$ cat config.mk
export PLATFORM = sky130hd
export DESIGN_NAME = fpu_bus_if
export DESIGN_NICKNAME = d
export VERILOG_FILES = /design/src/rtl/fpu_bus_if.sv
export SDC_FILE = /design/constraint.sdc
export NUM_CORES = 1
export LEC_CHECK = 0
export CAP_MARGIN = 30
export CORE_MARGIN = 2
export CORE_UTILIZATION = 45
export CTS_CLUSTER_SIZE = 25
export DETAILED_ROUTE_END_ITERATION = 10
export PLACE_DENSITY = 0.8
export SYNTH_ARGS = -nofsm -noshare
export SYNTH_HDL_FRONTEND = slang
export SYNTH_SLANG_ARGS = --single-unit
$ cat constraint.sdc
create_clock -name clk -period 3.2 [get_ports clk]
set_clock_uncertainty 0.2 [all_clocks]
set_input_delay 0.32 -clock clk [delete_from_list [all_inputs] [get_ports clk]]
set_output_delay 0.32 -clock clk [all_outputs]
set_load 0.005 [all_outputs]
$ cat src/rtl/fpu_bus_if.sv
// Byte-wide CPU register front-end for the combinational fpu.
// Holds operands and opcode for SETTLE_CYCLES, then captures the result and derives status flags.
package pa_fpu;
   typedef enum logic [1:0] {
      op_add = 2'd0,
      op_sub = 2'd1,
      op_mul = 2'd2,
      op_div = 2'd3
   } e_fpu_op;
endpackage

module fpu_bus_if #(
   parameter int unsigned SETTLE_CYCLES = 4
) (
   input  logic            clk,
   input  logic            rst_n,
   input  logic            wr_en,
   input  logic            rd_en,
   input  logic [3:0]      addr,
   input  logic [7:0]      wdata,
   output logic [7:0]      rdata,
   output logic            irq,
   output logic [31:0]     fpu_a,
   output logic [31:0]     fpu_b,
   output pa_fpu::e_fpu_op fpu_op,
   input  logic [31:0]     fpu_result
);

   typedef enum logic {IDLE = 1'b0, SETTLE = 1'b1} state_e;

   localparam logic [7:0] CNT_LOAD = 8'(SETTLE_CYCLES - 1);

   state_e          state_q, state_d;
   logic [7:0]      cnt_q, cnt_d;
   logic [31:0]     a_q, a_d, b_q, b_d, res_q, res_d;
   pa_fpu::e_fpu_op op_q, op_d;
   logic            irq_en_q, irq_en_d, done_q, done_d, err_q, err_d, irq_q, irq_d;
   logic            nan_q, nan_d, inf_q, inf_d, zero_q, zero_d, sign_q, sign_d;
   logic [7:0]      rdata_q, rdata_d, rd_mux;
   logic            busy, settle_end;
   logic            wr_ab, wr_cmd, rd_ok, unused_wdata;
   logic [7:0]      res_exp;
   logic [22:0]     res_mant;

   assign wr_ab        = wr_en && !addr[3];
   assign wr_cmd       = wr_en && (addr == 4'd8);
   assign rd_ok        = rd_en && !wr_en;
   assign unused_wdata = ^wdata[6:2];
   assign res_exp      = fpu_result[30:23];
   assign res_mant     = fpu_result[22:0];

   always_ff @(posedge clk or negedge rst_n) begin
      if (!rst_n) state_q <= IDLE;
      else        state_q <= state_d;
   end

   always_comb begin
      state_d = state_q;
      case (state_q)
         IDLE:    if (wr_cmd) state_d = SETTLE;
         SETTLE:  if (cnt_q == 8'd0) state_d = IDLE;
         default: state_d = IDLE;
      endcase
   end

   always_comb begin
      busy       = (state_q == SETTLE);
      settle_end = (state_q == SETTLE) && (cnt_q == 8'd0);
   end

   always_comb begin
      rd_mux = 8'h00;
      case (addr)
         4'd0, 4'd1, 4'd2, 4'd3:     rd_mux = a_q[{addr[1:0], 3'b000} +: 8];
         4'd4, 4'd5, 4'd6, 4'd7:     rd_mux = b_q[{addr[1:0], 3'b000} +: 8];
         4'd9:                       rd_mux = {1'b0, err_q, sign_q, zero_q, inf_q, nan_q, done_q, busy};
         4'd12, 4'd13, 4'd14, 4'd15: rd_mux = res_q[{addr[1:0], 3'b000} +: 8];
         default:                    rd_mux = 8'h00;
      endcase
   end

   always_comb begin
      a_d      = a_q;
      b_d      = b_q;
      res_d    = res_q;
      op_d     = op_q;
      irq_en_d = irq_en_q;
      done_d   = done_q;
      err_d    = err_q;
      cnt_d    = cnt_q;
      nan_d    = nan_q;
      inf_d    = inf_q;
      zero_d   = zero_q;
      sign_d   = sign_q;
      rdata_d  = rdata_q;

      if (wr_ab && !busy) begin
         if (!addr[2]) a_d[{addr[1:0], 3'b000} +: 8] = wdata;
         else          b_d[{addr[1:0], 3'b000} +: 8] = wdata;
      end
      if ((wr_ab || wr_cmd) && busy) err_d = 1'b1;
      if (wr_cmd && !busy) begin
         op_d     = pa_fpu::e_fpu_op'(wdata[1:0]);
         irq_en_d = wdata[7];
         done_d   = 1'b0;
         err_d    = 1'b0;
         cnt_d    = CNT_LOAD;
      end
      if (busy && cnt_q != 8'd0) cnt_d = cnt_q - 8'd1;
      if (rd_ok) begin
         rdata_d = rd_mux;
         if (addr == 4'd15) done_d = 1'b0;
      end
      // A capture on the same edge as a result-MSB read wins: the read saw the old result.
      if (settle_end) begin
         res_d  = fpu_result;
         nan_d  = (res_exp == 8'hFF) && (res_mant != 23'd0);
         inf_d  = (res_exp == 8'hFF) && (res_mant == 23'd0);
         zero_d = (res_exp == 8'h00) && (res_mant == 23'd0);
         sign_d = fpu_result[31];
         done_d = 1'b1;
      end
      irq_d = done_d & irq_en_d;
   end

   always_ff @(posedge clk or negedge rst_n) begin
      if (!rst_n) begin
         a_q      <= '0;
         b_q      <= '0;
         res_q    <= '0;
         op_q     <= pa_fpu::op_add;
         irq_en_q <= 1'b0;
         done_q   <= 1'b0;
         err_q    <= 1'b0;
         irq_q    <= 1'b0;
         cnt_q    <= '0;
         nan_q    <= 1'b0;
         inf_q    <= 1'b0;
         zero_q   <= 1'b0;
         sign_q   <= 1'b0;
         rdata_q  <= '0;
      end else begin
         a_q      <= a_d;
         b_q      <= b_d;
         res_q    <= res_d;
         op_q     <= op_d;
         irq_en_q <= irq_en_d;
         done_q   <= done_d;
         err_q    <= err_d;
         irq_q    <= irq_d;
         cnt_q    <= cnt_d;
         nan_q    <= nan_d;
         inf_q    <= inf_d;
         zero_q   <= zero_d;
         sign_q   <= sign_d;
         rdata_q  <= rdata_d;
      end
   end

   assign rdata  = rdata_q;
   assign irq    = irq_q;
   assign fpu_a  = a_q;
   assign fpu_b  = b_q;
   assign fpu_op = op_q;

endmodule

== Yosys cells after proc, flatten, opt, wreduce, memory -nomap -nowiden ==
Index checks and enable logic that the tools add are counted.

* Reductions and logical operators: 28
* Add/sub/neg operators: 2
* Bitwise gates (word level): 3
* Shifts and indexed selects: 5
* Equal/unequal tests: 14
* Muxes and demuxes: 15

{| class="wikitable"
|+ Operators by type and width
! kind !! number
|-
| 32-bit by 6-bit indexed part select with 8-bit output || 3
|-
| 32-bit bitwise mux || 2
|-
| 8-bit case mux with 4 select lines || 1
|-
| 8-bit by 7-bit variable shift with 32-bit output (first input constant) || 1
|-
| 8-bit by 7-bit indexed part select with 32-bit output || 1
|-
| 4-bit equality test (second input constant) || 6
|-
| 23-bit logical NOT || 1
|-
| 23-bit nonzero test || 1
|-
| 4-bit by 3-bit equality test with 1-bit output (second input constant) || 4
|-
| 8-bit logical NOT || 2
|-
| 8-bit 2-to-1 mux || 2
|-
| 4-bit OR reduction || 3
|-
| 1-bit logical AND || 11
|-
| 1-bit 2-to-1 mux || 9
|-
| 4-bit by 2-bit equality test with 1-bit output (second input constant) || 2
|-
| 8-bit equality test (second input constant) || 1
|-
| 8-bit nonzero test || 1
|-
| 8-bit by 1-bit subtractor with 8-bit output (second input constant) || 1
|-
| 5-bit negator with 7-bit output || 1
|-
| 4-bit by 1-bit equality test with 1-bit output (second input constant) || 1
|-
| 4-bit logical NOT || 1
|-
| 2-bit AND reduction || 2
|-
| 2-bit nonzero test || 2
|-
| 1-bit logical NOT || 3
|-
| other kinds (4) || 5
|}

* Register bits: 123
* Output and inout bits: 75

== Longest topological paths before layout ==
* Depth in word-level cells: 8
* Depth in mapped cells: 9

== Worst setup path before layout ==
OpenSTA, ideal clock, no wires.

* Path kind: in2reg
* Start point: in addr[0]
* End point: reg rdata_q[2], in the netlist rdata[2]
* Buffers on the path: 2
* Cell stages on the path: 8
* Setup slack: 1.082 ns
* Arrival time: 1.792 ns
* Cell sequence: buf_6 > inv_2 > ha_1 > o41a_1 > buf_6 > mux2_4 > nor2_1 > o21ai_1

* Word-level cells in the longest chain between the ends: 3

{| class="wikitable"
|+ Ends and longest elaborated chain
! element !! line !! text
|-
| from (decl) || 19 || <nowiki>input logic [3:0] addr,</nowiki>
|-
| branches (longest 2 deep; another with 32-bit by 6-bit indexed part select with 8-bit output) || n/a ||
|-
| 8-bit case mux with 4 select lines (*) || 73 || <nowiki>case (addr)</nowiki>
|-
| to (signal assigned) || 156 || <nowiki>rdata_q <= rdata_d;</nowiki>
|-
| to (decl) || 39 || <nowiki>logic [7:0] rdata_q, rdata_d, rd_mux;</nowiki>
|}

Every way passes the cells marked *.
A chain may end at the register's enable or synchronous reset.

== Worst setup path after layout ==
* Start point: in addr[0]
* End point: reg rdata_q[1], in the netlist rdata[1]

Same word-level chain as after synthesis.

==> flow_summary.json <==
{
  "status": "finished clean",
  "post_cts_resized": 0,
  "synth_adder_area_share_pct": 1.690,
  "fmaxAchievable_ghz": 0.3915,
  "yosys_warnings": 0,
  "grt_pass1_wl_um": 28020,
  "synthDistinctLibCells": 51,
  "ys_seq_elements": 122,
  "die_area_um2": 14090,
  "die_y_um": 118.7,
  "synth_top_family_by_area": "simple AND/OR/NAND/NOR gates",
  "yosysTopAreaCellShare_pct": 51.55,
  "fin_setup_tns_ns": 0,
  "num_rows": 41,
  "hpwl_um": 13280,
  "syn_avg_cell_area_um2": 9.805,
  "htreeDepth": 4,
  "vias": 5169,
  "slowest_delay_ns": 0.64,
  "irDropWorstVdd_uv": 404.6,
  "crit_path_cell_trace": "clkdlybuf4s50_1, buf_4, ha_1, nor4_4, nor4_1, o21ai_0, nand4_1",
  "synthArstFlopShare_pct": 100.0,
  "maxSlewViolCount": 0,
  "core_area_um2": 12720,
  "hold_viol": 0,
  "first_pass_iters": 6,
  "worst-setup-path-type": "primary input to flop",
  "crit_path_top_delay_cell": "nor4_1",
  "n_antenna_cell": 0,
  "area_delta_synth_final_pct": 32.47,
  "finalSetupViolCount": 0,
  "drc_errors": 0,
  "synthSimpleGateAreaFrac_pct": 22.12,
  "synth-edff-count": 0,
  "routed_wl_um": 18080,
  "min_period_ns": 2.554,
  "maxCapViolCount": 0,
  "path_clk_slew_ns": 0.05,
  "fin_nets": 781,
  "cts_tree": "done",
  "drtIter0Drc": 505,
  "timing.hold.ws_ns": 0.2572,
  "hp-class": "primary input to flop",
  "powerDensity_nw_per_um2": 625.0,
  "drive_above_1_share_pct": 9.214,
  "cts_root_buf": "clkbuf_16",
  "start_kind": "primary input",
  "arrival_ns": 2.70,
  "synth_area_leaders": "dfrtp_1 (52%), nand2_1 (13%), o21ai_0 (5.0%)",
  "post-synth-top-area-cell": "dfrtp_1",
  "num_io_pins": 123,
  "muxShareOfSynthArea_pct": 8.050,
  "synthFlopType": "dfrtp_1",
  "grt_pass1_vias": 4934,
  "path_max_fanout": 16,
  "viasPerCell": 5.680,
  "synth_most_common_cell": "nand2_1",
  "endpoint_kind": "flop",
  "rsz0062_at_grt": "false",
  "postCtsSetupBuffers": 0,
  "avgRoutedWirePerCell_um": 19.87,
  "port_buffers": 122,
  "fin_crit_sh_pct": 79.82,
  "start_util_pct": 46.55,
  "cp_num_buf_inv": 2,
  "synth-compound-area-share_pct": 12.68,
  "grtUsageTotal_pct": 26.46,
  "slew_headroom_pct": 36.60,
  "routabilityCongestion": 0.9496,
  "synth_commonest_cells": "nand2_1 (210), dfrtp_1 (122), o21ai_0 (59), mux2i_1 (27), buf_2 (23)",
  "final_antenna_net_count": 0,
  "cts_max_path_buffers": 2,
  "total_power_w": 0.004903,
  "worst_pin_slew_ns": 0.9490,
  "stdcell_area_um2": 7845,
  "synth_area_um2": 5922,
  "die_w_um": 118.7,
  "cts_inserted_buffers": 17,
  "synth_nets": 660,
  "critPathTopFamily": "simple AND/OR/NAND/NOR gates",
  "antenna_found_initial": 0,
  "required_ns": 3.34,
  "grt_start_max_net_pins": 65,
  "synth_cells": 604,
  "insertion_delay_ns": 0.41,
  "p_leak_nw": 3.399,
  "cts_sinks": 122,
  "synth-xor-area-share_pct": 0,
  "placed_area_um2": 7253,
  "yosysSeqAreaShare_pct": 51.55,
  "grt-ovfl-total": 0
}
-- logic make-up after synthesis --
family                     count (synthesis)
muxes                                     37
adders and majority gates                  8
DFF                                      122
buffers and inverters                     40
and+or+nand+nor                          283
AOI/OAI and AO/OA                        114
-- stage by stage --
step | util (%) | std cells | setup slack (ns)
after CTS | 61.61 | 909 | 0.6001
final | 61.66 | 910 | 0.6456
after global routing | 61.66 | 910 | 0.6010
after global placement | 57.01 | 876 | 0.3620
after floorplan | - | 604 | 1.082
after detailed placement | 57.01 | 876 | 0.1618
-- cell usage in the layout, fill, tap and decap left out, types with 5 or more instances in the layout --
cell / instances
o2111ai_1: 12
nand4_1: 9
nand2_1: 210
dfrtp_1: 122
mux2i_1: 27
clkbuf_16: 17
a21oi_1: 8
buf_4: 13
o21ai_0: 59
nor3_1: 5
mux4_2: 8
nor2_1: 14
clkdlybuf4s50_1: 121
clkinv_2: 5
a32oi_1: 7
ha_1: 8
nor4_1: 8
a22o_1: 17
-- flip-flops by register name, summed over array words and instances (netlist names) --
| register | count |
|---|---|
| fpu_a | 32 |
| fpu_b | 32 |
| res_q | 32 |
| cnt_q | 8 |
| rdata | 8 |
| fpu_op | 2 |
| busy | 1 |
| done_q | 1 |
| err_q | 1 |
| inf_q | 1 |
| irq | 1 |
| irq_en_q | 1 |
| nan_q | 1 |
| zero_q | 1 |
-- path summary, 6_finish.rpt --
path / start / end / slack [ns] / cells past startpoint
setup reg to reg: cnt_q[5]$_DFFE_PN0P_ / res_q[7]$_DFFE_PN0P_ / 1.14 / 5
hold reg to reg: cnt_q[7]$_DFFE_PN0P_ / cnt_q[7]$_DFFE_PN0P_ / 0.28 / 1
hold / removal: fpu_result[31] / res_q[31]$_DFFE_PN0P_ / 0.26 / 3
setup / recovery: addr[0] / rdata[1]$_DFFE_PN0P_ / 0.65 / 7
min in group asynchronous: rst_n / cnt_q[4]$_DFFE_PN0P_ / 0.32 / 2
max in group asynchronous: rst_n / fpu_b[4]$_DFFE_PN0P_ / 1.67 / 3
-- what timing repair did --
action                                 in CTS  in global routing
setup endpoints to repair                   0                  0
hold buffers                                1                  0
endpoints found under the hold margin      58                  0
-- where the power goes --
| part | switching [W] | leakage (nW) | internal (W) |
|---|---|---|---|
| Combinational | 0.000462 | 1.62 | 0.000524 |
| Sequential | 0.000261 | 1.49 | 0.00180 |
| Clock | 0.000657 | 0.284 | 0.00120 |
-- layer usage --
| metal | vias up | global-route usage, % | part of all wire, % |
|---|---|---|---|
| met3 | 52 | 6.081 | 8.7 |
| met2 | 280 | 37.39 | 44 |
| met1 | 2476 | 38.03 | 43 |
| met4 | 0 | 13.32 | 3.9 |
| met5 | - | 0 | 0 |
| li1 | 2361 | - | - |
-- cell type report --
cell class | count | area, um2
clock inverter | 8 | 92.59
sequential | 122 | 3053
fill | 1075 | 4877
clock buffer | 24 | 481.7
multi-input combinational | 442 | 2638
inverter | 5 | 18.77
tap | 172 | 215.2
timing repair buffer | 137 | 1346
-- worst register-to-register path, cell delays in order (launching register included) --
cell	delay, ns
dfrtp_1	0.42
nor4_4	0.41
and4_1	0.48
buf_4	0.33
nand2_1	0.10
nand2_1	0.06
Power figures use the tool's default switching activity.
